==> src/rtl/mem_arb_pkg.sv <==
// Shared types and constants for the data memory arbiter.
// Holds the sequencer state encoding, requester indices and the full-word byte enable.
package mem_arb_pkg;

    typedef enum logic [1:0] {
        IDLE,
        RD_WAIT,
        RMW_WAIT
    } state_e;

    localparam logic PORT0 = 1'b0;
    localparam logic PORT1 = 1'b1;

    localparam logic [3:0] BE_FULL = 4'b1111;

endpackage

==> src/rtl/byte_merge.sv <==
// Per-byte-lane select between an existing memory word and new write data.
// Lanes whose byte enable is set take the new data; all other lanes keep the old data.
module byte_merge (
    input  logic [31:0] old_word,
    input  logic [31:0] new_word,
    input  logic [3:0]  be,
    output logic [31:0] merged
);

    always_comb begin
        merged = old_word;
        for (int i = 0; i < 4; i++) begin
            if (be[i]) begin
                merged[8*i +: 8] = new_word[8*i +: 8];
            end
        end
    end

endmodule

==> src/rtl/data_mem_arbiter.sv <==
// Two-port arbiter and sequencer in front of a single-ported, full-word data memory.
// Reads take two cycles; partial-word writes become a two-cycle read-modify-write sequence.
module data_mem_arbiter
    import mem_arb_pkg::*;
#(
    parameter int unsigned RR_ENABLE = 1
) (
    input  logic        clk,
    input  logic        reset,
    input  logic        m0_read,
    input  logic        m0_write,
    input  logic [31:0] m0_address,
    input  logic [31:0] m0_writedata,
    input  logic [3:0]  m0_byteenable,
    output logic        m0_waitrequest,
    output logic [31:0] m0_readdata,
    input  logic        m1_read,
    input  logic        m1_write,
    input  logic [31:0] m1_address,
    input  logic [31:0] m1_writedata,
    input  logic [3:0]  m1_byteenable,
    output logic        m1_waitrequest,
    output logic [31:0] m1_readdata,
    output logic [31:0] mem_address,
    output logic [31:0] mem_writedata,
    output logic        mem_write,
    input  logic [31:0] mem_readdata
);

    state_e      state_q, state_d;
    logic        last_grant_q, last_grant_d;
    logic        owner_q, owner_d;
    logic [31:0] addr_q, addr_d;
    logic [31:0] wdata_q, wdata_d;
    logic [3:0]  be_q, be_d;

    logic        req0, req1, win;
    logic [31:0] win_addr, win_data;
    logic [3:0]  win_be;
    logic        win_write;
    logic        done, rd_done;
    logic [31:0] merged;

    // Byte-offset address bits select nothing in a word-wide memory.
    logic unused_addr_lsbs;
    assign unused_addr_lsbs = ^{m0_address[1:0], m1_address[1:0]};

    byte_merge u_byte_merge (
        .old_word (mem_readdata),
        .new_word (wdata_q),
        .be       (be_q),
        .merged   (merged)
    );

    assign req0 = m0_read | m0_write;
    assign req1 = m1_read | m1_write;

    always_comb begin
        if (req0 && req1) begin
            win = (RR_ENABLE != 0) ? ~last_grant_q : PORT0;
        end else begin
            win = req0 ? PORT0 : PORT1;
        end
        win_addr  = (win == PORT0) ? m0_address    : m1_address;
        win_data  = (win == PORT0) ? m0_writedata  : m1_writedata;
        win_be    = (win == PORT0) ? m0_byteenable : m1_byteenable;
        win_write = (win == PORT0) ? m0_write      : m1_write;
    end

    always_comb begin
        state_d       = state_q;
        last_grant_d  = last_grant_q;
        owner_d       = owner_q;
        addr_d        = addr_q;
        wdata_d       = wdata_q;
        be_d          = be_q;
        mem_address   = addr_q;
        mem_writedata = wdata_q;
        mem_write     = 1'b0;
        done          = 1'b0;
        rd_done       = 1'b0;

        unique case (state_q)
            IDLE: begin
                if (req0 || req1) begin
                    last_grant_d = win;
                    owner_d      = win;
                    addr_d       = {win_addr[31:2], 2'b00};
                    wdata_d      = win_data;
                    be_d         = win_be;
                    mem_address  = {win_addr[31:2], 2'b00};
                    if (win_write && win_be == BE_FULL) begin
                        mem_writedata = win_data;
                        mem_write     = 1'b1;
                        done          = 1'b1;
                    end else if (win_write && win_be == 4'b0000) begin
                        done = 1'b1;
                    end else begin
                        state_d = win_write ? RMW_WAIT : RD_WAIT;
                    end
                end
            end
            RD_WAIT: begin
                done    = 1'b1;
                rd_done = 1'b1;
                state_d = IDLE;
            end
            RMW_WAIT: begin
                mem_writedata = merged;
                mem_write     = 1'b1;
                done          = 1'b1;
                state_d       = IDLE;
            end
            default: state_d = IDLE;
        endcase

        // Reset abandons whatever is in flight, including a pending RMW write-back.
        if (reset) begin
            mem_address = 32'h0;
            mem_write   = 1'b0;
            done        = 1'b0;
            rd_done     = 1'b0;
        end
    end

    assign m0_waitrequest = ~(done && owner_d == PORT0);
    assign m1_waitrequest = ~(done && owner_d == PORT1);
    assign m0_readdata    = (rd_done && owner_q == PORT0) ? mem_readdata : 32'h0;
    assign m1_readdata    = (rd_done && owner_q == PORT1) ? mem_readdata : 32'h0;

    always_ff @(posedge clk) begin
        if (reset) begin
            state_q      <= IDLE;
            last_grant_q <= PORT1;
            owner_q      <= PORT0;
            addr_q       <= 32'h0;
            wdata_q      <= 32'h0;
            be_q         <= 4'b0000;
        end else begin
            state_q      <= state_d;
            last_grant_q <= last_grant_d;
            owner_q      <= owner_d;
            addr_q       <= addr_d;
            wdata_q      <= wdata_d;
            be_q         <= be_d;
        end
    end

endmodule

==> config.mk <==
export PLATFORM = sky130hd
export DESIGN_NAME = data_mem_arbiter
export DESIGN_NICKNAME = d
export VERILOG_FILES = /design/src/rtl/mem_arb_pkg.sv /design/src/rtl/byte_merge.sv /design/src/rtl/data_mem_arbiter.sv
export SDC_FILE = /design/constraint.sdc
export NUM_CORES = 1
export LEC_CHECK = 0
export BUFFER_PORTS_ARGS = -buffer_cell sky130_fd_sc_hd__buf_2
export CORE_AREA = 2 2 118 120
export DETAILED_ROUTE_END_ITERATION = 10
export DIE_AREA = 0 0 120 122
export GPL_ROUTABILITY_DRIVEN = 0
export PLACE_DENSITY = 0.74
export SLEW_MARGIN = 20
export SYNTH_ARGS = -nofsm -noshare
export SYNTH_HDL_FRONTEND = slang
export SYNTH_SLANG_ARGS = --single-unit
==> constraint.sdc <==
create_clock -name clk -period 3.76 [get_ports clk]
set_input_delay 0.564 -clock clk [delete_from_list [all_inputs] [get_ports clk]]
set_output_delay 0.564 -clock clk [all_outputs]
set_load 0.1 [all_outputs]
---- Word level (Yosys, flattened, before mapping) ----
Cells that the tools add are included.
word-level totals
  flip-flop bits (word level) ............. 72
  input bits .............................. 174
  output and inout port bits .............. 131
  word-level logic and storage cells ...... 65
cells by class
  eq/ne operators ......................... 3
  muxes and demuxes ....................... 32
  bitwise gates (word level) .............. 10
  reduce and logical (&&, ||, !) cells .... 14
operators with widths
  kind                number
  $mux 32             9
  $pmux 32 s2         1
  $mux 8              4
  $mux 1              14
  $not 1->1           8
  $logic_and 1x1->1   7
  $eq 4x4->1 const B  1
  $logic_not 4->1     1
  $mux 4              1
  $pmux 1 s2          2
  $reduce_or 2->1     2
  $reduce_and 3->1    1
  $eq 2x1->1 const B  1
  $eq 2x2->1 const B  1
  $logic_not 2->1     1
  $mux 2              1
  $or 1x1->1          2
  $reduce_and 2->1    1
  $logic_or 1x1->1    1

---- Longest topological paths before layout ----
Gate-level depths: netlist of run 1.
  word-level depth ........................ 13
  gate-level depth with buffers ........... 9
  depth with buffers taken out ............ 7

---- By module ----
Synthesis of run 1 repeated with hierarchy kept, for this count alone.
second synthesis, totals
  cell total of the unflattened synthesis .. 610
  area, all modules ....................... 4954.8 um^2
modules (own cells, without submodules)
  module            instances  cells each  area each (um^2)  sequential area each (um^2)
  data_mem_arbiter  1          574         4429.2            1441.4
  byte_merge        1          36          525.5             0.0

---- Worst setup path before layout of run 1 ----
Ideal clock, no wire load.
  path kind ............................... input to output
  start point ............................. in m1_read
  end point ............................... out mem_address[10]
  arrival time ............................ 4.054 ns
  data required time ...................... 3.196 ns
  slack ................................... -0.858 ns
  stages .................................. 7
  buffers on the path ..................... 3
  cell sequence ........................... nor2_2 -> o22a_2 -> buf_6 -> buf_2 -> clkbuf_1 -> nand2_1 -> a311oi_1
on the way
  longest elaborated chain between the ends .. 7
  elaborated cells between the ends (all ways) .. 8
  classes of those cells .................. mux (5); bitwise (1); reduce/logical (2)
ends and longest elaborated chain
  what                      RTL line                 text
  from (decl)               data_mem_arbiter.sv:17   input logic m1_read,
  $or 1x1->1 (*)            data_mem_arbiter.sv:56   assign req1 = m1_read | m1_write;
  $logic_and 1x1->1         data_mem_arbiter.sv:59   if (req0 && req1) begin
  $mux 1                    data_mem_arbiter.sv:59
  $mux 32                   data_mem_arbiter.sv:64   win_addr = (win == PORT0) ? m0_address : m1_address;
  $mux 32 (*) (2 in a row)  n/a
  $mux 32 (*)               data_mem_arbiter.sv:118  if (reset) begin
  to (decl)                 data_mem_arbiter.sv:24   output logic [31:0] mem_address,
Every way passes the cells marked *; elsewhere a longest branch is shown, timed or not.

---- Worst setup path in the final report of run 1 ----
  start point ............................. reg state_q[1]
  end point ............................... out mem_writedata[15]
on the way
  longest elaborated chain between the ends .. 2
  elaborated cells between the ends (all ways) .. 3
  classes of those cells .................. eq/ne (1); mux (1); reduce/logical (1)
ends and longest elaborated chain
  what                                           RTL line                 text
  from (decl)                                    data_mem_arbiter.sv:30   state_e state_q, state_d;
  from (signal assigned)                         data_mem_arbiter.sv:140  state_q <= state_d;
  $eq 2x2->1 or $logic_not 2->1 (tied branches)  data_mem_arbiter.sv:83   unique case (state_q)
  $pmux 32 s2 (*)                                data_mem_arbiter.sv:83
  to (decl)                                      data_mem_arbiter.sv:25   output logic [31:0] mem_writedata,
Marked as above.

==> run metrics, run 1 <==
number of global-route vias before repair=6,323; maximum vdd drop=0.000311 V; worst setup slack before clock tree synthesis=0.521 ns; final number of setup-violating endpoints=0; number of distinct library cell variants in the gate-level netlist after synthesis=42; count of max-cap constraint violations=0; clock-pin slew reported for the worst setup and hold paths after clock tree synthesis=0.06 ns; overall die height=122 um; max-slew violation count=0; number of DRC violations after detailed routing=0; full die area=14,600 um^2; WP data arrival=2.79 ns; number of top-level pins=305; number of vias per cell after detailed routing=5.63; standard-cell row count=43; Hold Fails Final Rpt=0; overall fraction of global-route tracks in use=27.6%; depth of the CTS H-tree=3; starting utilization of the core area=40.2%; vias=6,844; Yosys Warn Count=0; Worst Path Max Fanout=18; cell count after synthesis=768; total wirelength of the detailed-routed design=20.9 mm; CTS sink cnt=72; worst-case clock buffer depth=2; highest achievable clock rate=298 MHz; outcome=complete, no violations; CTS tree=done; share of synthesized area occupied by flip-flops and latches=26.6%; WP data required=3.20 ns; share of the clock period used by the worst path after layout=89.2%; total of buffers placed on input and output ports=300; number of buffers created by CTS=9; number of post-CTS setup repair buffers=0; areal power density over the cells=556 nW/um^2; leak pwr=3.60 nW; worst-margin pin slew=0.725 ns; Initial DRT Pass Iterations=6; headroom to the max-slew limit=51.5%; setup TNS=0 ns; final non-filler cell total=1,216; met2 Resource Use GR=48.9%; path category of the worst min-delay check=flop to flop; final core area utilization=60.0%; share of post-route cells with drive strength above 1=38.8%; clock tree root driver cell=sky130_fd_sc_hd__clkbuf_16; wire length per cell after detailed routing=17.2 um; busiest metal layer after global routing=met2; kind of launch point of the worst setup path=flop; antenna violations before repair=0; later-pin clock latency in the skew report=0.33 ns; layout filler cell count=1,269; met3 Track Usage GR=6.60%; type of element capturing the critical path=output port; Post-Syn Area per Cell=7.07 um^2; overflow left after global routing=0; post-synth design cell area=5430 um^2; placed insts=1,201; diode insertion count for antenna repair=0; clock period minus worst slack=3.35 ns; Crit Path Class=flop to output port; Area Growth Syn to Fin=49.3%; core outline area=13,500 um^2; wire length of the first global-routing pass=32.3 mm; Final Skew=0.00369 ns; drt initial violations=472; met1 routing resource usage after global routing=32.7%; maximum number of pins on one net before global-route repair=79; setup ws final=0.407 ns; post_cts resized=0; post-detail-place hpwl=15.3 mm; worst hold margin=0.484 ns; final net count=1,210; Hold-fix buffers, CTS=0; number of synthesized register bits=72; Chip Width=120 um; post-route antenna net violation count=0; setup repair after global routing missed its margin=false; total nets after synthesis=946
-- cell usage after synthesis --
cell	n	area, um^2
sky130_fd_sc_hd__nor3b_1	3	22.5
sky130_fd_sc_hd__o22ai_2	1	12.5
sky130_fd_sc_hd__mux2i_1	1	10.0
sky130_fd_sc_hd__or3_1	62	388
sky130_fd_sc_hd__inv_1	4	15.0
sky130_fd_sc_hd__o21ai_0	3	15.0
sky130_fd_sc_hd__and3_1	1	6.26
sky130_fd_sc_hd__buf_6	4	45.0
sky130_fd_sc_hd__or4_1	1	7.51
sky130_fd_sc_hd__nand3_1	66	330
sky130_fd_sc_hd__and4_1	2	17.5
sky130_fd_sc_hd__nor2_2	1	6.26
sky130_fd_sc_hd__buf_1	5	18.8
sky130_fd_sc_hd__a21oi_1	34	170
sky130_fd_sc_hd__o22a_2	1	10.0
sky130_fd_sc_hd__a22o_1	4	35.0
sky130_fd_sc_hd__o21bai_1	1	7.51
sky130_fd_sc_hd__and3b_1	1	8.76
sky130_fd_sc_hd__or3_2	2	15.0
sky130_fd_sc_hd__buf_2	14	70.1
sky130_fd_sc_hd__o221ai_2	1	15.0
sky130_fd_sc_hd__o22a_1	1	8.76
sky130_fd_sc_hd__nor4_1	3	18.8
sky130_fd_sc_hd__dfxtp_1	72	1440
sky130_fd_sc_hd__ha_1	4	50.1
sky130_fd_sc_hd__nand2_1	136	510
sky130_fd_sc_hd__nor2b_1	2	12.5
sky130_fd_sc_hd__a21o_1	1	7.51
sky130_fd_sc_hd__nor3_1	1	5.00
sky130_fd_sc_hd__o32a_1	1	10.0
sky130_fd_sc_hd__nor2_1	78	293
sky130_fd_sc_hd__a311oi_1	66	578
sky130_fd_sc_hd__nand4_1	2	12.5
sky130_fd_sc_hd__clkbuf_1	55	206
sky130_fd_sc_hd__and2_1	66	413
sky130_fd_sc_hd__a221o_1	32	320
sky130_fd_sc_hd__a31o_1	3	26.3
sky130_fd_sc_hd__a21boi_2	1	11.3
sky130_fd_sc_hd__a31o_2	29	254
sky130_fd_sc_hd__a21boi_0	1	7.51
sky130_fd_sc_hd__nand2b_1	1	6.26
sky130_fd_sc_hd__buf_4	1	7.51
-- report_power, final --
group,switching (W),internal [W],leakage (nW)
logic,0.00173,0.000653,2.81
registers,0.0000568,0.000886,0.599
clock network,0.000335,0.000846,0.196
-- area by class of cell --
cell class	count	area, um^2	share of cell area (%)
well taps	180	225	2.78
multi-input cells	613	3760	46.4
repair buffers	332	2260	27.9
clock buffers	9	225	2.78
clock inverters	6	180	2.22
flip-flops and latches	72	1440	17.8
inverters	4	15.0	0.185
-- stage by stage --
| stage | power, W | area [um^2] |
|---|---|---|
| floorplan | 0.00269 | 5520 |
| global placement | 0.00332 | 7690 |
| detailed placement | 0.00334 | 7690 |
| CTS | 0.00452 | 8100 |
| global route | 0.00468 | 8100 |
| finish | 0.00451 | 8100 |
-- sequential cells by signal, summed over array words and instances (netlist names) --
name	flops
owner_q	1
state_q	2
last_grant_q	1
wdata_q	32
be_q	4
addr_q	32
-- cells in the final DEF (no fill, tap or decap), types with 29 or more instances in the layout --
cell,n
sky130_fd_sc_hd__nand3_1,66
sky130_fd_sc_hd__a221o_1,32
sky130_fd_sc_hd__nand2_1,136
sky130_fd_sc_hd__dfxtp_1,72
sky130_fd_sc_hd__a311oi_1,52
sky130_fd_sc_hd__or3_1,62
sky130_fd_sc_hd__a31o_2,29
sky130_fd_sc_hd__buf_2,269
sky130_fd_sc_hd__and2_1,65
sky130_fd_sc_hd__a21oi_1,34
sky130_fd_sc_hd__nor2_1,78
sky130_fd_sc_hd__buf_12,35
-- critical path: stages (launching register included) --
cell and delay (ns):
sky130_fd_sc_hd__dfxtp_1 0.33, sky130_fd_sc_hd__inv_1 0.10, sky130_fd_sc_hd__ha_2 0.37, sky130_fd_sc_hd__o221ai_4 0.33, sky130_fd_sc_hd__a22o_1 0.42, sky130_fd_sc_hd__a31o_2 0.26
sky130_fd_sc_hd__a221o_1 0.34, sky130_fd_sc_hd__buf_2 0.30
-- kinds of logic after synthesis --
group,synth area share [%]
and+or+nand+nor,38.2
AOI/OAI and AO/OA,27.4
buffers and inverters,6.69
DFF,26.6
adders and majority gates,0.922
muxes,0.184
-- layer usage --
metal | routed length, um | vias to the layer above
met2 | 10500 | 322
met3 | 1820 | 24
met5 | 0 | -
met4 | 322 | 0
li1 | - | 3340
met1 | 8300 | 3158
-- path summary, 6_finish.rpt --
path | startpoint | to | slack (ns) | cells past startpoint
hold reg to reg | addr_q[1] | addr_q[1] | 0.48 | 1
hold / removal | addr_q[1] | addr_q[1] | 0.48 | 1
setup reg to reg | state_q[1] | addr_q[4] | 1.47 | 6
setup / recovery | state_q[1] | mem_writedata[15] | 0.41 | 7
Power figures use the tool's default switching activity.
==> run 2, diff against run 1 <==
- CORE_AREA: 2 2 118 120 -> 2 2 119 121
- DIE_AREA: 0 0 120 122 -> 0 0 121 123
- PLACE_DENSITY: 0.74 -> 0.69
- SYNTH_HIERARCHICAL: default -> 1
==> run metrics, run 2 <==
outcome=complete, no violations; number of vias per cell after detailed routing=5.18; area of all sequential standard cells=1440 um^2; maximum number of pins on one net before global-route repair=69; worst-case clock buffer depth=2; most area-hungry cell type in the Yosys netlist=sky130_fd_sc_hd__dfxtp_1; Post-Synth Simple-Gate Area=26.6%; highest routed metal layer=met4; Largest regs=addr_q: 32 flops, wdata_q: 32 flops, be_q: 4 flops; share of the clock period used by the worst path after layout=88.9%; Top FF cell, synth=sky130_fd_sc_hd__dfxtp_1; total design power=0.00464 W; path category of the worst min-delay check=flop to flop; R2R cell count=8; post_cts resized=0; WP data required=3.20 ns; detailed route wirelength on metal2=8.68 mm; Hold-fix buffers, CTS=0; post-synthesis share of cell area spent on xor and xnor gates=0%; kind of launch point of the worst setup path=flop; number of post-CTS setup repair buffers=0; clock tree root driver cell=sky130_fd_sc_hd__clkbuf_16; Post-Syn Area per Cell=8.12 um^2; post-synth design cell area=4950 um^2; switching share of total power=49.4%; cells taking the most area after synthesis=sky130_fd_sc_hd__dfxtp_1, sky130_fd_sc_hd__mux2_4, sky130_fd_sc_hd__and2_1, sky130_fd_sc_hd__a311oi_1, sky130_fd_sc_hd__nand2_1; Synth top cells by count=sky130_fd_sc_hd__nand2_1, sky130_fd_sc_hd__nor2_1, sky130_fd_sc_hd__dfxtp_1; maximum vdd drop=0.000318 V; wire length of the first global-routing pass=25.6 mm; final number of setup-violating endpoints=0; CTS tree=done; total nets after synthesis=788; number of top-level pins=305; area of the multi-input gates=3430 um^2; total of buffers placed on input and output ports=300; hold path depth=1; standard-cell row count=43; number of global-route vias before repair=4,970; post-route antenna net violation count=0; setup TNS=0 ns; share of synthesized cell area in full adder, half adder and majority cells=1.01%; number of buffers created by CTS=9; Critical Path, Cell by Cell=inv_1, ha_1, buf_4, inv_2, nor2_4, buf_12, nor2_1, a311oi_2, buf_12; number of distinct library cell variants in the gate-level netlist after synthesis=39; later-pin clock latency in the skew report=0.34 ns; setup repair after global routing missed its margin=false; overflow left after global routing=0; antenna violations before repair=0; most frequent standard cell in the layout excluding fill and tap cells=sky130_fd_sc_hd__buf_2; synthesized-area fraction occupied by ao, oa, aoi and oai cells=22.8%; leak pwr=3.86 nW; proportion of register bits with asynchronous set or reset after synthesis=0%; net switching power=0.00229 W; final net count=1,057; Initial DRT Pass Iterations=4; post-detail-place hpwl=13.0 mm; combinational share of power=60.0%; post-route met1 wirelength=6.94 mm; worst reg2reg path startpoint=state_q[1]; Worst Path Max Fanout=68; leading cell types in the layout, fill and taps excluded=sky130_fd_sc_hd__buf_2, sky130_fd_sc_hd__nand2_1, sky130_fd_sc_hd__nor2_1, sky130_fd_sc_hd__dfxtp_1, sky130_fd_sc_hd__and2_1; Yosys Warn Count=6; areal power density over the cells=590 nW/um^2; drt initial violations=231; CTS sink cnt=72; register-to-register setup slack=1.42 ns; count of max-cap constraint violations=0; clock-pin slew reported for the worst setup and hold paths after clock tree synthesis=0.06 ns; Final Cell Area=7860 um^2; type of element capturing the critical path=output port; wire length per cell after detailed routing=16.3 um; layout filler cell count=1,200; longest individual stage delay on the worst path=0.43 ns; number of DRC violations after detailed routing=0; number of synthesized flops with an enable pin=0; final non-filler cell total=1,063; share of the synthesized area in the top cell type=29.1%; clock period minus worst slack=3.34 ns; dominant combinational cell family by area after synthesis=simple AND/OR/NAND/NOR gates; starting utilization of the core area=36.4%; WP data arrival=2.78 ns; placement-stage cell area=7570 um^2; core outline area=13,600 um^2; Reg-to-Reg End=addr_q[13]; overall fraction of global-route tracks in use=22.1%; full die area=14,900 um^2; HP Start=addr_q[1]; depth of the CTS H-tree=3; worst-margin pin slew=0.751 ns; multiplexer area fraction after synthesis=14.5%; standard cell with the maximum stage delay on the critical path=sky130_fd_sc_hd__nor2_4; cell count after synthesis=610; number of synthesized register bits=72; overall die height=123 um; internal power contribution=0.00235 W; headroom to the max-slew limit=49.8%; total wirelength of the detailed-routed design=17.3 mm; sequential group share of total power=21.6%; Final Skew=0.00735 ns; highest achievable clock rate=299 MHz; total met3 wirelength after detailed routing=1.54 mm; share of synthesized area occupied by flip-flops and latches=29.1%; placed insts=1,048; Chip Width=121 um; vias=5,508; max-slew violation count=0; Area Growth Syn to Fin=58.7%; clock network fraction of total power=18.3%; diode insertion count for antenna repair=0; Hold Path End=addr_q[1]; Crit Path Class=flop to output port; Hold Fails Final Rpt=0; cell occurring most often along the worst timing path=sky130_fd_sc_hd__buf_12; worst hold margin=0.472 ns; share of post-route cells with drive strength above 1=45.2%
-- run 2: area by class of cell --
| class | count | area share [%] |
|---|---|---|
| well taps | 180 | 2.86 |
| repair buffers | 316 | 31.3 |
| flip-flops and latches | 72 | 18.3 |
| clock buffers | 12 | 3.13 |
| inverters | 5 | 0.239 |
| clock inverters | 3 | 0.541 |
| multi-input cells | 475 | 43.6 |
-- run 2: worst max-delay path by stage --
stage / start / end / slack, ns / cells past startpoint
after detailed placement: m0_read / mem_writedata[31] / 0.49 / 7
after CTS: state_q[1] / mem_address[13] / 0.38 / 9
after global routing: state_q[0] / mem_address[13] / 0.24 / 9
after floorplan: m0_read / mem_address[0] / -0.49 / 6
final: state_q[1] / mem_address[13] / 0.42 / 9
after global placement: m0_read / mem_writedata[31] / 0.48 / 7
-- run 2: critical path: cells and delay by family (launching register included) --
kind | cells | cell delay, ns
fa+ha+maj | 1 | 0.14
buf+inv | 5 | 0.96
simple gates | 2 | 0.53
flops | 1 | 0.34
compound gates | 1 | 0.42
-- run 2: per-layer routing --
layer / up-vias / GRT usage, %
li1: 2741 / -
met1: 2542 / 25.3
met2: 215 / 39.6
met3: 10 / 7.15
met4: 0 / 6.03
met5: - / 0
-- run 2: kinds of logic after synthesis --
group                      after synthesis
adders and majority gates                4
muxes                                   56
AOI/OAI and AO/OA                      130
buffers and inverters                   63
and+or+nand+nor                        285
DFF                                     72
-- run 2: power groups by stage --
stage	clock, W	sequential (W)	combinational [W]
floorplan	0	0.000968	0.00200
global placement	0	0.00101	0.00278
detailed placement	0	0.00102	0.00279
CTS	0.000876	0.00100	0.00280
global route	0.000908	0.00102	0.00290
finish	0.000851	0.00100	0.00279
-- run 2: stage by stage --
stage,utilization [%],setup slack [ns]
6_report,57.8,0.418
5_1_grt,57.8,0.238
4_1_cts,57.8,0.383
3_5_place_dp,55.6,0.490
3_3_place_gp,55.6,0.483
2_1_floorplan,-,-0.485
